<file path="config.mk">
export PLATFORM = sky130hd
export DESIGN_NAME = ct_f_spsram_ctrl
export DESIGN_NICKNAME = d
export VERILOG_FILES = /design/src/rtl/ct_f_spsram_ctrl.sv
export SDC_FILE = /design/constraint.sdc
export NUM_CORES = 1
export LEC_CHECK = 0
export CORE_AREA = 5 5 348 350
export CTS_BUF_LIST = sky130_fd_sc_hd__clkbuf_16
export DETAILED_ROUTE_END_ITERATION = 10
export DIE_AREA = 0 0 353 355
export PLACE_DENSITY_LB_ADDON = 0.08
export SLEW_MARGIN = 40
export SYNTH_ARGS = -nofsm -noshare
export SYNTH_HDL_FRONTEND = slang
export SYNTH_SLANG_ARGS = --single-unit
export TNS_END_PERCENT = 20
</file>
<file path="constraint.sdc">
create_clock -name CLK -period 32.2 [get_ports CLK]
set_input_delay 6.44 -clock CLK [delete_from_list [all_inputs] [get_ports CLK]]
set_output_delay 6.44 -clock CLK [all_outputs]
set_load 0.05 [all_outputs]
</file>
<file path="src/rtl/ct_f_spsram_ctrl.sv">
// ----------------------------------------------------------------------------
// ct_f_spsram_ctrl
//
// Request-side controller for the single-port SRAM macro
// (ct_f_spsram_256x144 family). Converts a valid/ready request stream into
// the macro's active-low CEN/GWEN/WEN strobes. It captures read data one
// cycle after each read into a 2-entry in-order response FIFO with
// valid/ready backpressure.
//
// Optional feature (macro CT_SPSRAM_CTRL_INIT_EN): after reset, zero-fill the
// whole array (one word per cycle) before any request is accepted.
// Without the macro the controller starts directly in RUN.
//
// Ports:
//   CLK        clock, shared with the SRAM macro
//   RST        synchronous reset, active-high
//   req_vld    request valid
//   req_rdy    request ready (credit based, independent of req_vld/req_wr)
//   req_wr     1 = write, 0 = read
//   req_addr   request address
//   req_wdata  write data
//   req_wmask  per-bit write enable, active-high
//   rsp_vld    read data valid
//   rsp_rdy    read data accepted
//   rsp_rdata  read data (0 when rsp_vld is low)
//   init_done  array ready for requests
//   A, CEN, D, GWEN, WEN   to SRAM macro (strobes active-low)
//   Q          from SRAM macro
//
// FSM states:
//   state   | meaning
//   --------+-------------------------------------------------------------
//   ST_INIT | zero-fill sweep in progress, requests blocked
//   ST_RUN  | normal operation, requests accepted under the credit rule
// ----------------------------------------------------------------------------
module ct_f_spsram_ctrl #(
    parameter int ADDR_WIDTH = 8,
    parameter int DATA_WIDTH = 144
) (
    input  logic                  CLK,
    input  logic                  RST,
    input  logic                  req_vld,
    output logic                  req_rdy,
    input  logic                  req_wr,
    input  logic [ADDR_WIDTH-1:0] req_addr,
    input  logic [DATA_WIDTH-1:0] req_wdata,
    input  logic [DATA_WIDTH-1:0] req_wmask,
    output logic                  rsp_vld,
    input  logic                  rsp_rdy,
    output logic [DATA_WIDTH-1:0] rsp_rdata,
    output logic                  init_done,
    output logic [ADDR_WIDTH-1:0] A,
    output logic                  CEN,
    output logic [DATA_WIDTH-1:0] D,
    output logic                  GWEN,
    output logic [DATA_WIDTH-1:0] WEN,
    input  logic [DATA_WIDTH-1:0] Q
);

    typedef enum logic {
        ST_INIT = 1'b0,
        ST_RUN  = 1'b1
    } state_t;

    state_t state;
    state_t state_nxt;

    // Read in flight: a read was issued to the macro last cycle, so Q now
    // holds its data.
    logic inflight;

    logic [DATA_WIDTH-1:0] fifo_mem [2];
    logic                  wr_ptr;
    logic                  rd_ptr;
    logic [1:0]            fifo_cnt;

    logic [1:0] occupancy;
    logic       accept;
    logic       rd_accept;
    logic       pop;
    logic       bypass;
    logic       fifo_push;
    logic       fifo_pop;

`ifdef CT_SPSRAM_CTRL_INIT_EN
    logic [ADDR_WIDTH-1:0] init_cnt;
`endif

    // ------------------------------------------------------------------------
    // FSM
    // ------------------------------------------------------------------------
    always_ff @(posedge CLK) begin
        if (RST) begin
`ifdef CT_SPSRAM_CTRL_INIT_EN
            state <= ST_INIT;
`else
            state <= ST_RUN;
`endif
        end else begin
            state <= state_nxt;
        end
    end

    always_comb begin
        state_nxt = state;
        case (state)
            ST_INIT: begin
`ifdef CT_SPSRAM_CTRL_INIT_EN
                // Leave once the last address has been written this cycle.
                if (init_cnt == '1) state_nxt = ST_RUN;
`else
                state_nxt = ST_RUN;
`endif
            end
            ST_RUN:  state_nxt = ST_RUN;
        endcase
    end

`ifdef CT_SPSRAM_CTRL_INIT_EN
    always_ff @(posedge CLK) begin
        if (RST) begin
            init_cnt <= '0;
        end else if (state == ST_INIT) begin
            init_cnt <= init_cnt + ADDR_WIDTH'(1);
        end
    end
`endif

    // ------------------------------------------------------------------------
    // Credit / handshake
    // ------------------------------------------------------------------------
    // Outputs are gated by RST so the strobes show their idle values for the
    // whole time reset is held, not only after the first reset edge.
    assign init_done = !RST && (state == ST_RUN);

    assign occupancy = fifo_cnt + {1'b0, inflight};
    assign pop       = rsp_vld && rsp_rdy;

    // A pop frees a slot in the same cycle, so a full controller can still
    // accept while the consumer drains.
    assign req_rdy   = init_done && ((occupancy < 2'd2) || ((occupancy == 2'd2) && pop));
    assign accept    = req_vld && req_rdy;
    assign rd_accept = accept && !req_wr;

    // ------------------------------------------------------------------------
    // SRAM strobes (combinational: the access happens in the handshake cycle)
    // ------------------------------------------------------------------------
    always_comb begin
        A    = req_addr;
        D    = req_wdata;
        CEN  = 1'b1;
        GWEN = 1'b1;
        WEN  = '1;
        if (!RST) begin
`ifdef CT_SPSRAM_CTRL_INIT_EN
            if (state == ST_INIT) begin
                A    = init_cnt;
                D    = '0;
                CEN  = 1'b0;
                GWEN = 1'b0;
                WEN  = '0;
            end else
`endif
            if (accept) begin
                CEN = 1'b0;
                if (req_wr) begin
                    GWEN = 1'b0;
                    WEN  = ~req_wmask;
                end
            end
        end
    end

    // ------------------------------------------------------------------------
    // Response path
    // ------------------------------------------------------------------------
    // When the FIFO is empty the in-flight Q is presented directly, giving a
    // one-cycle request-to-response latency. If that word is taken the same
    // cycle it never enters the FIFO; otherwise it is pushed at the edge, so
    // rsp_rdata stays stable under backpressure (Q does not change while no
    // new access is issued... and the FIFO copy takes over afterwards).
    assign rsp_vld   = (fifo_cnt != 2'd0) || inflight;
    assign rsp_rdata = (fifo_cnt != 2'd0) ? fifo_mem[rd_ptr] :
                       (inflight ? Q : '0);

    assign bypass    = inflight && (fifo_cnt == 2'd0) && pop;
    assign fifo_push = inflight && !bypass;
    assign fifo_pop  = pop && (fifo_cnt != 2'd0);

    always_ff @(posedge CLK) begin
        if (RST) begin
            inflight <= 1'b0;
            fifo_cnt <= 2'd0;
            wr_ptr   <= 1'b0;
            rd_ptr   <= 1'b0;
        end else begin
            inflight <= rd_accept;
            if (fifo_push) wr_ptr <= ~wr_ptr;
            if (fifo_pop)  rd_ptr <= ~rd_ptr;
            if (fifo_push && !fifo_pop) begin
                fifo_cnt <= fifo_cnt + 2'd1;
            end else if (!fifo_push && fifo_pop) begin
                fifo_cnt <= fifo_cnt - 2'd1;
            end
        end
    end

    always_ff @(posedge CLK) begin
        if (fifo_push) fifo_mem[wr_ptr] <= Q;
    end

`ifndef SYNTHESIS
    // FIFO over/underflow is excluded by the credit rule; flag it if it ever
    // happens.
    always_ff @(posedge CLK) begin
        if (!RST) begin
            assert (!(fifo_pop && (fifo_cnt == 2'd0)));
            assert (!(fifo_push && !fifo_pop && (fifo_cnt == 2'd2)));
            assert (occupancy <= 2'd2);
        end
    end
`endif

endmodule
</file>
# == Yosys cells after proc, flatten, opt, wreduce, memory -nomap -nowiden ==
# Memory sizes are Yosys's and may differ from the RTL's. A register that Yosys moved wholly into a read port is not among the register bits.
# Cells that the tools add are included.
# totals
ff_bits,5
mem_bits_rw,288
input_bits,445
elab_cells,50
mem_count,1
# mem_list
memory,words,word_bits,rd,rd_clocked_by_memory_dff,wr,line,rtl
fifo_mem,2,144,1,1,1,72,logic [DATA_WIDTH-1:0] fifo_mem [2];
# op_classes
addsub,3
order_cmp,1
eq_ne,1
mux,16
n_bitwise,3
n_reduce_logical,21
# ops
operator,count
two-way mux 144 bit,5
inverter 144 bit,1
logical AND 1 bit,11
two-way mux 1 bit,9
zero test 1 bit,5
two-way mux 2 bit,2
nonzero test 2 bit,2
adder 2 x 1 -> 2 bit,1
"adder 2 x 1 -> 2 bit, second input constant",1
"== test 2 bit, second input constant",1
zero test 2 bit,1
logical OR 1 bit,2
"< comparator 2 bit, second input constant",1
inverter 1 bit,2
"subtractor 2 x 1 -> 2 bit, second input constant",1

# == Depth between registers and ports, before layout ==
# depth
ltp_word,10
depth_mapped,7
mapped_depth_nobuf,4

# == Worst setup path after synthesis ==
# OpenSTA, ideal clock, no wires.
# synth_path
path_kind,input -> register
from,input port rsp_rdy
to,memory fifo_mem[1][0] (enable)
arrival_ns,17.009
required_ns,31.348
slack_ns,14.339
path_stages,2
n_path_buf,0
cell_sequence,nor3b_1 nor3b_1
# synth_between
elab_chain_cells,6
# synth_lines
element,line,rtl
from (decl),49,"input logic rsp_rdy,"
logical AND 1 bit,137,assign pop = rsp_vld && rsp_rdy;
logical AND 1 bit,186,assign bypass = inflight && (fifo_cnt == 2'd0) && pop;
zero test 1 bit,187,assign fifo_push = inflight && !bypass;
logical AND 1 bit,187,
two-way mux 1 bit,209,if (fifo_push) fifo_mem[wr_ptr] <= Q;
two-way mux 1 bit (not written as such),209,
to (decl),72,
# Every way passes these cells.

# == Final worst setup path ==
# layout_path
from,input port rsp_rdy
to,output port req_rdy
# layout_between
elab_chain_cells,4
# layout_lines
element,line,rtl
logical AND 1 bit,137,
logical AND 1 bit,141,assign req_rdy = init_done && ((occupancy < 2'd2) || ((occupancy == 2'd2) && pop));
logical OR 1 bit,141,
logical AND 1 bit,141,
to (decl),43,"output logic req_rdy,"
# Every way passes these cells.

==> results_dict.tcl <==
set metrics [dict create \
    multiInputGateArea_um2 3870 \
    first_pass_iters 4 \
    grt_setup_unrepaired "no" \
    hold_viol_final 0 \
    synth_fp_nets 1602 \
    clock_tree.root_cell "clkbuf_16" \
    portBuffers 585 \
    synth_top_family_by_area "buffers and inverters" \
    crit_fanout 100 \
    end_kind "primary output" \
    cts_hold_buffers 0 \
    ant_nets 0 \
    synthesis.area_um2 14300 \
    final_common_cell "clkdlybuf4s50_1" \
    ios 890 \
    wirelength_mm 74.9 \
    grt_usage 0.114 \
    min_period_ns 16.09 \
    setup_viol_count_final 0 \
    synth-adder-area-share 0.000877 \
    vias_per_cell 3.48 \
    design_area_um2 21800 \
    die_y_um 355 \
    report.final.slew_viol_count 0 \
    slew_headroom 0.421 \
    area_delta_synth_final_pct 53.1 \
    cts-resized-gates 0 \
    dp_cells 3050 \
    crit_type "input pin to primary output" \
    gp_congestion 0.886 \
    period_share 0.500 \
    drc 0 \
    die-area_um2 125000 \
    cts_tree "done" \
    fmax_mhz 62.1 \
    start_util 0.121 \
    cap_violations 0 \
    antenna_found_initial 33 \
    layout.cells.most_common_list "583 x clkdlybuf4s50_1, 288 x nand3_1, 288 x edfxtp_1" \
    grt_overflow 0 \
    fin_cells 3133 \
    grt_max_degree 104 \
    yosys.area_share.simple 0.111 \
    ir_drop_mv 0.0280 \
    synth_compound_area_frac 0.0550 \
    cts_buffers 40 \
    dieWidth_um 353 \
    cts-htree-levels 2 \
    place_area_um2 20700 \
    synth_xor_area_frac 0.00123 \
    p_leak_nw 6.51 \
    clock_latency_ns 0.55 \
    rows 126 \
    worstMarginPinSlew_ns 0.866 \
    grt_pass1_wl_mm 100 \
    grt_pass1_vias 11593 \
    status "finished, final reports clean" \
    dp_hpwl_mm 56.5 \
    drtIter0Drc 437 \
    wl_per_cell_um 23.9 \
    fill_cells 12803 \
    route.vias.total 10911 \
    core_um2 117000 \
    synthDistinctLibCells 33 \
    setup_tns_ns 0 \
    clkSinkCount 294 \
    worstPathRequired_ns 25.76 \
    min_path_type "register to register" \
    drive_gt1_frac 0.0486 \
    postLayoutCoreUtil 0.186 \
    avgSynthCellArea_um2 12.3 \
    seq_area_um2 8780 \
    clock_skew_ns 0.0193 \
    crit_arrival_ns 9.65 \
    clkTransAtPathRegs_ns 0.05 \
    yosys_warnings 0 \
    yosysSeqAreaShare 0.615 \
    synth.mux.area_fraction 0.102 \
    postCtsSetupBuffers 0 \
    max-clock-path-buffers 3 \
    fin_nets 2002 \
    ys_ff_latch 294 \
    start_kind "input pin" \
    syn_inst 1156 \
    power_density_nw_per_um2 44.8 \
]
-- report_power, final --
| part | internal [mW] | switching (mW) | leakage [nW] | total [mW] |
|---|---|---|---|---|
| Combinational | 0.0623 | 0.0955 | 3.25 | 0.158 |
| Clock | 0.228 | 0.166 | 0.607 | 0.394 |
| Sequential | 0.425 | 0.00208 | 2.65 | 0.427 |
-- cell families after synthesis --
logic type | count (synthesis)
AND/OR/NAND/NOR | 312
adder cells (fa/ha/maj) | 1
AO/OA/AOI/OAI | 152
buffers and inverters | 250
XOR/XNOR | 2
flip-flops | 294
multiplexers | 145
-- routing by layer --
| layer | up-vias | wire, um | global-route usage |
|---|---|---|---|
| li1 | 4975 | - | - |
| met1 | 5241 | 25800 | 0.112 |
| met2 | 535 | 39800 | 0.217 |
| met3 | 154 | 6410 | 0.0448 |
| met4 | 6 | 2820 | 0.0385 |
| met5 | - | 34 | 0 |
-- cell type report --
cell class | instances | share of cell area
repair buffers | 606 | 0.279
multi-input cells | 612 | 0.177
clock buffers | 41 | 0.0470
flip-flops and latches | 294 | 0.402
well taps | 1536 | 0.0880
diodes | 12 | 0.00138
inverters | 2 | 0.000344
clock inverters | 30 | 0.00539
-- path summary, 6_finish.rpt --
kind / depth (start not counted) / slack [ns] / from / end
max: 7 / 16.11 / rsp_rdy / req_rdy
min: 2 / 0.50 / rd_ptr / register
max reg2reg: 5 / 28.77 / inflight / fifo_mem[1][25]
min reg2reg: 2 / 0.50 / rd_ptr / register
-- sequential cells by signal, indices dropped and copies added, names as in the netlist, named ones only --
name / cells
rd_ptr: 1
fifo_mem: 288
fifo_cnt: 2
inflight: 1
wr_ptr: 1
-- critical path, cell delays in order --
cell and delay [ns]:
clkdlybuf4s50_1 0.62, nand2b_2 0.17, o21ai_4 0.16, buf_4 0.44
buf_6 0.62, and3_1 0.31, clkdlybuf4s50_1 0.88
-- through the flow --
step                power, mW  worst slack, ns  hold WS, ns
finish                  0.979            16.11        0.499
global route             1.03            15.96        0.543
floorplan               0.560            14.34        0.472
global placement        0.596            15.67        0.489
CTS                      1.01            16.09        0.504
detailed placement      0.597            16.10        0.490
-- synth_stat cells --
master	n	area, um2
o21ai_2	1	8.76
nor3b_1	2	15.0
nand4_1	1	6.26
nand2_1	5	18.8
buf_2	34	170
nor3_1	2	10.0
o21a_1	2	15.0
nor2b_1	2	12.5
nand3b_1	1	7.51
nor2_1	4	15.0
xor2_1	2	17.5
nand2b_1	2	12.5
mux2i_1	145	1450
clkbuf_1	28	105
a21oi_1	2	10.0
o21ai_0	136	681
buf_1	10	37.5
a21oi_4	1	16.3
and3_1	1	6.26
buf_4	174	1310
edfxtp_1	288	8650
a221oi_1	1	8.76
o21ai_1	9	45.0
nor2_4	1	11.3
nor2b_4	1	13.8
clkbuf_2	1	5.00
ha_1	1	12.5
inv_1	2	7.51
buf_6	1	11.3
nand2b_2	1	8.76
and3b_1	1	8.76
dfxtp_1	6	120
nand3_1	288	1440
(Power assumes the default switching activity.)
